==> src/rtl/conv_pkg.sv <==
// Shared widths and helpers for the convolver MAC pipeline: product/accumulator
// sizing, packed tap extraction, and operand sign/zero extension.
package conv_pkg;

  // Widest packed tap vector the slice helper accepts.
  localparam int MAX_VEC_W = 1024;

  function automatic int prod_w(input int dw, input int cw);
    return dw + cw;
  endfunction

  function automatic int acc_w(input int taps, input int dw, input int cw, input int mb);
    return dw + cw + $clog2(taps) + $clog2(mb);
  endfunction

  function automatic logic [63:0] tap_slice(input logic [MAX_VEC_W-1:0] vec, input int idx,
                                            input int w);
    logic [63:0] mask;
    mask = (w >= 64) ? '1 : ((64'd1 << w) - 64'd1);
    return 64'(vec >> (idx * w)) & mask;
  endfunction

  // Treats the low w bits of v as the value; replicates bit w-1 above it when sgn is set.
  function automatic logic [63:0] extend(input logic [63:0] v, input int w, input bit sgn);
    logic [63:0] mask;
    logic        neg;
    mask = (w >= 64) ? '1 : ((64'd1 << w) - 64'd1);
    neg  = sgn && (((v >> (w - 1)) & 64'd1) != 64'd0);
    return neg ? (v | ~mask) : (v & mask);
  endfunction

endpackage

==> src/rtl/conv_add_tree.sv <==
// Combinational binary adder tree reducing N packed IN_W terms to one OUT_W sum.
// Terms are sign- or zero-extended to OUT_W before the first level.
module conv_add_tree
  import conv_pkg::*;
#(
  parameter int N      = 9,
  parameter int IN_W   = 8,
  parameter int OUT_W  = 14,
  parameter int SIGNED = 0
) (
  input  logic [N*IN_W-1:0] i_terms,
  output logic [OUT_W-1:0]  o_sum
);

  localparam int LEVELS = (N > 1) ? $clog2(N) : 0;
  localparam int LEAVES = 1 << LEVELS;

  // Each level is its own array so no signal feeds back into itself.
  for (genvar lv = 0; lv <= LEVELS; lv++) begin : g_lvl
    localparam int WIDTH = LEAVES >> lv;
    logic [OUT_W-1:0] w_val [WIDTH];
    for (genvar gi = 0; gi < WIDTH; gi++) begin : g_node
      if (lv == 0) begin : g_leaf
        if (gi < N) begin : g_term
          assign w_val[gi] = OUT_W'(extend(tap_slice(MAX_VEC_W'(i_terms), gi, IN_W), IN_W,
                                           SIGNED != 0));
        end else begin : g_pad
          assign w_val[gi] = '0;
        end
      end else begin : g_sum
        assign w_val[gi] = g_lvl[lv-1].w_val[2*gi] + g_lvl[lv-1].w_val[2*gi+1];
      end
    end
  end

  assign o_sum = g_lvl[LEVELS].w_val[0];

endmodule

==> src/rtl/conv_mac_pipe.sv <==
// Two-stage pipelined multiply-accumulate over multi-beat groups with valid/ready output.
// Define CONV_MAC_SAT_EN to clip narrow results (and flag out_sat) instead of wrapping.
module conv_mac_pipe
  import conv_pkg::*;
#(
  parameter int NUM_TAPS  = 9,
  parameter int DATA_W    = 4,
  parameter int COEFF_W   = 4,
  parameter int SIGNED    = 0,
  parameter int MAX_BEATS = 4,
  parameter int OUT_W     = 16
) (
  input  logic                        clk,
  input  logic                        rst,
  input  logic                        coeff_load,
  input  logic [NUM_TAPS*COEFF_W-1:0] coeff_in,
  input  logic [NUM_TAPS*DATA_W-1:0]  sample_in,
  input  logic                        in_valid,
  input  logic                        in_last,
  output logic                        in_ready,
  output logic [OUT_W-1:0]            out_data,
  output logic                        out_valid,
  input  logic                        out_ready,
  output logic                        out_err,
  output logic                        out_sat
);

  localparam int PROD_W = prod_w(DATA_W, COEFF_W);
  localparam int ACC_W  = acc_w(NUM_TAPS, DATA_W, COEFF_W, MAX_BEATS);
  localparam int CNT_W  = (MAX_BEATS > 1) ? $clog2(MAX_BEATS) : 1;
  localparam bit SGN    = (SIGNED != 0);

  logic [NUM_TAPS*COEFF_W-1:0] r_coeff;
  logic [NUM_TAPS*PROD_W-1:0]  r_prod;
  logic [NUM_TAPS*PROD_W-1:0]  w_prod;
  logic                        r_s1_valid;
  logic                        r_s1_last;
  logic [ACC_W-1:0]            r_acc;
  logic [ACC_W-1:0]            w_sum;
  logic [ACC_W-1:0]            w_total;
  logic [CNT_W-1:0]            r_beat_cnt;
  logic [OUT_W-1:0]            r_out_data;
  logic [OUT_W-1:0]            w_fit_data;
  logic                        r_out_valid;
  logic                        r_out_err;
  logic                        w_stall;
  logic                        w_accept;
  logic                        w_s2_fire;
  logic                        w_close;

  assign w_stall   = r_out_valid && !out_ready;
  assign in_ready  = !w_stall;
  assign w_accept  = in_valid && !w_stall;
  assign w_s2_fire = r_s1_valid && !w_stall;
  assign w_close   = r_s1_last || (r_beat_cnt == CNT_W'(MAX_BEATS - 1));

  // Operands are widened to the product width first so the low bits are exact in both modes.
  for (genvar gi = 0; gi < NUM_TAPS; gi++) begin : g_mul
    logic [PROD_W-1:0] w_s;
    logic [PROD_W-1:0] w_c;
    assign w_s = PROD_W'(extend(tap_slice(MAX_VEC_W'(sample_in), gi, DATA_W), DATA_W, SGN));
    assign w_c = PROD_W'(extend(tap_slice(MAX_VEC_W'(r_coeff), gi, COEFF_W), COEFF_W, SGN));
    assign w_prod[gi*PROD_W +: PROD_W] = w_s * w_c;
  end

  conv_add_tree #(
    .N      (NUM_TAPS),
    .IN_W   (PROD_W),
    .OUT_W  (ACC_W),
    .SIGNED (SIGNED)
  ) u_tree (
    .i_terms (r_prod),
    .o_sum   (w_sum)
  );

  assign w_total = r_acc + w_sum;

`ifdef CONV_MAC_SAT_EN
  logic w_fit_sat;
  logic r_out_sat;
`endif

  if (OUT_W >= ACC_W) begin : g_fit_ext
    assign w_fit_data = OUT_W'(extend(64'(w_total), ACC_W, SGN));
`ifdef CONV_MAC_SAT_EN
    assign w_fit_sat = 1'b0;
`endif
  end else begin : g_fit_narrow
`ifdef CONV_MAC_SAT_EN
    if (SIGNED != 0) begin : g_sgn
      // Fits when every bit from OUT_W-1 upward matches the sign.
      logic w_fits;
      assign w_fits     = (w_total[ACC_W-1:OUT_W-1] == '0) || (w_total[ACC_W-1:OUT_W-1] == '1);
      assign w_fit_sat  = !w_fits;
      assign w_fit_data = w_fits ? w_total[OUT_W-1:0]
                                 : {w_total[ACC_W-1], {(OUT_W-1){!w_total[ACC_W-1]}}};
    end else begin : g_uns
      assign w_fit_sat  = (w_total[ACC_W-1:OUT_W] != '0);
      assign w_fit_data = w_fit_sat ? '1 : w_total[OUT_W-1:0];
    end
`else
    assign w_fit_data = w_total[OUT_W-1:0];
`endif
  end

  always_ff @(posedge clk) begin
    if (rst) begin
      r_coeff     <= '0;
      r_prod      <= '0;
      r_s1_valid  <= 1'b0;
      r_s1_last   <= 1'b0;
      r_acc       <= '0;
      r_beat_cnt  <= '0;
      r_out_data  <= '0;
      r_out_valid <= 1'b0;
      r_out_err   <= 1'b0;
`ifdef CONV_MAC_SAT_EN
      r_out_sat   <= 1'b0;
`endif
    end else begin
      // The bank write is visible to S1 only from the next accepted beat.
      if (coeff_load) r_coeff <= coeff_in;
      if (!w_stall) begin
        r_s1_valid <= w_accept;
        if (w_accept) begin
          r_prod    <= w_prod;
          r_s1_last <= in_last;
        end
      end
      if (r_out_valid && out_ready) r_out_valid <= 1'b0;
      if (w_s2_fire) begin
        if (w_close) begin
          r_out_data  <= w_fit_data;
          r_out_valid <= 1'b1;
          r_out_err   <= !r_s1_last;
`ifdef CONV_MAC_SAT_EN
          r_out_sat   <= w_fit_sat;
`endif
          r_acc       <= '0;
          r_beat_cnt  <= '0;
        end else begin
          r_acc      <= w_total;
          r_beat_cnt <= r_beat_cnt + CNT_W'(1);
        end
      end
    end
  end

  assign out_data  = r_out_data;
  assign out_valid = r_out_valid;
  assign out_err   = r_out_err;
`ifdef CONV_MAC_SAT_EN
  assign out_sat   = r_out_sat;
`else
  assign out_sat   = 1'b0;
`endif

endmodule
==> config.mk <==
export PLATFORM = sky130hd
export DESIGN_NAME = conv_mac_pipe
export DESIGN_NICKNAME = d
export VERILOG_FILES = /design/src/rtl/conv_pkg.sv /design/src/rtl/conv_add_tree.sv /design/src/rtl/conv_mac_pipe.sv
export SDC_FILE = /design/constraint.sdc
export NUM_CORES = 1
export LEC_CHECK = 0
export CELL_PAD_IN_SITES_DETAIL_PLACEMENT = 0
export CELL_PAD_IN_SITES_GLOBAL_PLACEMENT = 1
export CORE_ASPECT_RATIO = 0.6
export CORE_MARGIN = 5
export CORE_UTILIZATION = 41
export CTS_CLUSTER_DIAMETER = 100
export CTS_CLUSTER_SIZE = 25
export DETAILED_ROUTE_END_ITERATION = 6
export HOLD_SLACK_MARGIN = 0.03
export PLACE_DENSITY_LB_ADDON = 0.1
export SLEW_MARGIN = 30
export SYNTH_ARGS = -nofsm -noshare
export SYNTH_HDL_FRONTEND = slang
export SYNTH_SLANG_ARGS = --single-unit
==> constraint.sdc <==
create_clock -name clk -period 5.2 [get_ports clk]
set_input_delay 1.04 -clock clk [delete_from_list [all_inputs] [get_ports clk]]
set_output_delay 1.04 -clock clk [all_outputs]
set_load 0.02 [all_outputs]
==> metrics <==
Vias/cell a little under 5; hold_buf cts 0; Tcrit/Tclk final 0.959; critical-path cell list ha_2, inv_1, fa_2, nor2b_2, o21ai_1, nand2b_1, a21o_1, a21o_1, a31oi_2, fa_1, inv_1, ha_1, inv_1, fa_1, fa_1, inv_1, ha_4, buf_4, nand3_2, a211oi_4, o22ai_2, or4_1, nand3_1; number of synthesized flops with an enable pin 0; Fin. Hold Viols 0; antenna violations before repair 0; Area growth syn-to-layout 18.0%; critical path type reg2reg; # nets final between 1.5k and 2k; max_slew headroom 0.368; Row Count 46; CP top delay family adder cells; CP max stage delay 0.54 ns; core area 0.0265 mm^2; Final ANT Viol Nets 0; Crit path required time ~5.6 ns; top cell type's share of synthesized area 0.256; CTS Sinks 142; ratio of cells with drive above 1 in the final layout 0.0508; clock insertion delay at the later pin of the skew report 0.45 ns; register area share after synthesis 0.256; Crit-path slowest cell fa_1; DRT Wirelength approximately 26 mm; Final Max Slew Viols 0; Die ar. ~0.03 mm^2; PwrDens around 270 mW/mm^2; ys flop type dfxtp_1; GP Congestion 0.823; CTS tree done; Worst setup SP type flip-flop; worst slack, placed 0.0470 ns; cell mode on critical path inv_1; Synth cell types 41; Tot GR Track Use 0.180; DRC errors left 0; Fillers 2581; Reg area roughly 0.0028 mm^2; Die Wd roughly 220 um; final core utilization 0.494; DRT Pass-1 Iters 4; area leader, netlist dfxtp_1; critical path endpoint category flip-flop; first-pass GRT wire length roughly 44 mm; Die Span Y 137 um; Warnings, synthesis 0; multi-input logic area about 0.0076 mm^2; CP Max Fanout 4; final setup violation count 0; status finished, final reports clean; #FFs+latches synth between 100 and 150; Wirelength per Cell between 15 and 20 um; Detailed Route Iter0 Violations about 420; dpl cells approximately 1.7k; global route total overflow 0; largest cells by area after synthesis dfxtp_1 (26%), ha_1 (16%), fa_1 (16%), nand2_1 (6.5%), and2_1 (4.7%); WP buf/inv 5; critical path arrival 5.37 ns; Initial Util 0.419; Worst-Margin Slew between 0.9 and 1 ns; Worst-path clk slew approximately 0.070 ns; vias in the first global route 8362; Max VDD drop ~0.00019 V; Tot Pwr between 3 and 4 mW; Setup WS post-layout around 0.21 ns; non-filler instance count after layout between 1.5k and 2k; Cell Area, Synth between 0.01 and 0.015 mm^2; vias between 8k and 9k; n_diodes 0; Max Clock Skew 0.0113 ns; max_cap viols 0; Clock Tree Buf Depth 2; TritonCTS Buffers 17; Async SR Flop Fraction 0; path type of the worst min-delay path reg2reg; largest net degree at the start of global routing about 160; Top Ports between 90 and 100; Max Clk Rate ~200 MHz; Tmin final 4.99 ns; Synth Instances 1263; Port Buffer Count between 90 and 100; H-tree depth 4; Clock Tree Root clkbuf_16; Synth Area per Inst approximately 8.8 um^2; HPWL Detailed slightly above 20 mm; Lkg Pwr approximately 6.3 nW
cell usage in the layout, fill, tap and decap left out, types with 3 or more instances in the layout:
master,instances
nand2_1,190
ha_1,143
dfxtp_1,138
inv_1,137
a21oi_1,94
clkdlybuf4s50_1,92
fa_1,84
and2_1,83
nor2_1,70
xnor2_1,39
mux2i_1,36
a21o_1,30
nand3_1,27
nor4b_1,18
clkbuf_16,17
a211oi_1,14
buf_4,14
o21ai_0,11
or4_1,11
nor2b_1,10
xor2_1,10
a22oi_1,9
a31oi_1,9
o21ai_1,8
clkinvlp_4,5
dfxtp_2,4
nand2b_1,3
nor3_1,3
nand4_1,3
conb_1,3
bufinv_16,3
stage by stage:
step                      TNS, ns  area, um^2  hold slack [ns]
after floorplan                 0       11100            0.432
after global placement          0       12400            0.445
after detailed placement        0       12400            0.448
after CTS                       0       13000            0.457
after global routing      -0.0217       13100            0.472
final                           0       13100            0.452
power breakdown:
| group | internal (mW) | total, mW | switching, mW |
|---|---|---|---|
| logic | 0.447 | 1.08 | 0.635 |
| clock network | 0.764 | 1.30 | 0.540 |
| registers | 1.15 | 1.21 | 0.0541 |
worst paths after layout:
check                           start                   endpoint  slack, ns  cells after the start
max           r_prod[16]$_SDFFE_PP0P_  out_data[13]$_SDFFE_PP0P_       0.21                     23
min          out_data[7]$_SDFFE_PP0P_   out_data[7]$_SDFFE_PP0P_       0.45                      2
max reg2reg   r_prod[16]$_SDFFE_PP0P_  out_data[13]$_SDFFE_PP0P_       0.21                     23
min reg2reg  out_data[7]$_SDFFE_PP0P_   out_data[7]$_SDFFE_PP0P_       0.45                      2
cell type report:
class	instances	share of cell area
flip-flops and latches	142	0.217
inverters	137	0.0392
repair buffers	109	0.0817
clock inverters	14	0.0141
clock buffers	18	0.0327
multi-input cells	937	0.581
well taps	360	0.0344
layer usage:
metal  track usage  share of wire
met1         0.281           0.56
met2         0.248           0.39
met3        0.0413          0.033
met4        0.0449          0.012
met5             0              0
cell families (layout without fill, tap and decap cells):
| family | Yosys count | after routing | synth area share |
|---|---|---|---|
| compound gates | 193 | 193 | 0.105 |
| xor+xnor | 49 | 49 | 0.0386 |
| fa+ha+maj | 232 | 232 | 0.320 |
| buf+inv | 186 | 278 | 0.0664 |
| flops | 142 | 142 | 0.256 |
| mux | 36 | 36 | 0.0325 |
| other cells | 1 | 3 | 0.000338 |
| simple gates | 424 | 424 | 0.182 |
synth_stat cells, drive strengths merged, types with 3 or more instances:
library cell    n
xor2           10
mux2i          36
a31oi          11
nand2         191
a21oi          96
clkbuf         21
nor2           70
buf            28
nand2b          3
o21ai          20
ha            146
dfxtp         142
nor4b          18
a211oi         15
a22oi           9
xnor2          39
nand4           3
inv           137
fa             86
nand3          28
nor3            3
or4            11
a21o           30
nor2b          11
and2           84
state kept, by name, indices dropped and copies added, names as in the netlist, 2 cells and up:
signal / cells
r_prod: 72
r_acc: 14
r_beat_cnt: 2
out_data: 14
r_coeff: 36
repair_timing:
action,4_1_cts,5_1_grt
setup endpoints to repair,0,10
resized for setup,0,17
setup buffers,0,4
worst reg2reg max path: cells and delay by family (launching register included):
kind,cells,cell delay (ns)
adder cells (fa/ha/maj),7,2.58
AO/OA/AOI/OAI,6,0.85
AND/OR/NAND/NOR,5,0.82
buffers and inverters,5,0.37
flip-flops,1,0.33
Note: power is estimated with default switching activity, not from simulation.
==> variant, RTL diff (same flow settings) <==
The option `CONV_MAC_SAT_EN` is turned on by a define.
--- a/src/rtl/conv_mac_pipe.sv
+++ b/src/rtl/conv_mac_pipe.sv
@@ -1,5 +1,7 @@
 // Two-stage pipelined multiply-accumulate over multi-beat groups with valid/ready output.
 // Define CONV_MAC_SAT_EN to clip narrow results (and flag out_sat) instead of wrapping.
+`define CONV_MAC_SAT_EN
+
 module conv_mac_pipe
   import conv_pkg::*;
 #(
Check against the original RTL: not settled (the Yosys comparison gave no result); the edit may change what the design does.
==> variant against the original RTL <==
  * Sequential cell count did not move
  * Power rose by 2.3%
  * Largest power group unchanged
  * Design area rose by 0.97%
  * Routed wire length rose by 5.7%
  * Sequential share of layout area fell by 0.25 points
  * Die area rose by 0.95%
  * Setup slack got worse by 5.8 ps
  * Highest routed layer unchanged
  * Synthesized area rose by 1.0%
==> variant: results (changes against the original RTL) <==
* Status: finished, final reports clean (unchanged)
* R2r worst-path depth: 19 (was 23)
- Most frequent cells after synthesis: nand2_1, ha_1, dfxtp_1, inv_1, a21oi_1 (unchanged).
- Share of synthesized area spent on multiplexers: 0.0339 (was 0.0325)
- Signal inverters: 130 (was 137)
* Post-detailed-placement half-perimeter wirelength: 22100 um (was 20300 um)
* Wire length of the first global-routing pass: 45700 um (was 44000 um)
- The sequential cell area in the final layout is 0.00284 sq mm (was 0.00285 sq mm).
- Number of detailed-route iterations in the first pass: 5 (was 4)
* Number of library cell types mapped by synthesis: 52 (was 41)
- Post-route worst setup slack: 206 ps (was 212 ps)
- The fraction of the yosys area taken by sequential cells came to 0.253 (was 0.256).
- Multi-input gate area in the final layout: 0.00776 sq mm (was 0.00761 sq mm)
- Worst slack at placement: 36.5 ps (was 47.0 ps)
* Worst hold slack across all endpoints: 451 ps (was 452 ps)
- All-Layer GR Usage: 0.182 (was 0.180)
- The post-synthesis adder-cell area fraction is 0.316 (was 0.320).
* Hold Crit Start: out_data[5] (was out_data[7])
- The static leakage is 6.22 nW (was 6.26 nW).
- Critical Path AT: 5380 ps (was 5370 ps)
- The standard cell area after detailed placement is 0.0125 sq mm (was 0.0124 sq mm).
- RR Endpoint: out_data[12] (was out_data[13])
- Final clock-cell share: 0.0485 (was 0.0469)
- Final estimated routing congestion in global placement: 0.834 (was 0.823)
- Post-detailed-routing wire length: 27700 um (was 26200 um)
- The multi-input combinational cell count came to 967 (was 937).
- Filler cells: 2617 (was 2581)
- The number of global-route vias before repair is 8641 (was 8362).
- Post-synthesis share of cell area spent on xor and xnor gates: 0.0336 (was 0.0386)
variant: cell types whose count changed in the layout (fill, tap and decap cells not counted), moves of 8 or more:
cell / unedited run / this run
nand2_1: 190 / 212
o311ai_0: 0 / 11
a22oi_1: 9 / 0
nand3b_1: 1 / 10
nor3_1: 3 / 11
nor4b_1: 18 / 10
o21ai_1: 8 / 0
or4_1: 11 / 3
variant: repair_timing:
item,4_1_cts,5_1_grt
resized for setup,0,17
setup buffers,0,0
endpoints found under the setup margin,0,14
variant: per-layer routing:
| layer | vias to the layer above | share of wire | GRT usage |
|---|---|---|---|
| met5 | - | 0 | 0 |
| met2 | 153 | 0.40 | 0.247 |
| met4 | 0 | 0.0085 | 0.0367 |
| li1 | 4448 | - | - |
| met1 | 4122 | 0.54 | 0.292 |
| met3 | 15 | 0.055 | 0.0400 |
variant: where the power goes:
part | switching, W | leakage, nW | internal, W
sequential | 0.0000666 | 1.16 | 0.00115
clock | 0.000537 | 0.313 | 0.000826
combinational | 0.000639 | 4.75 | 0.000454
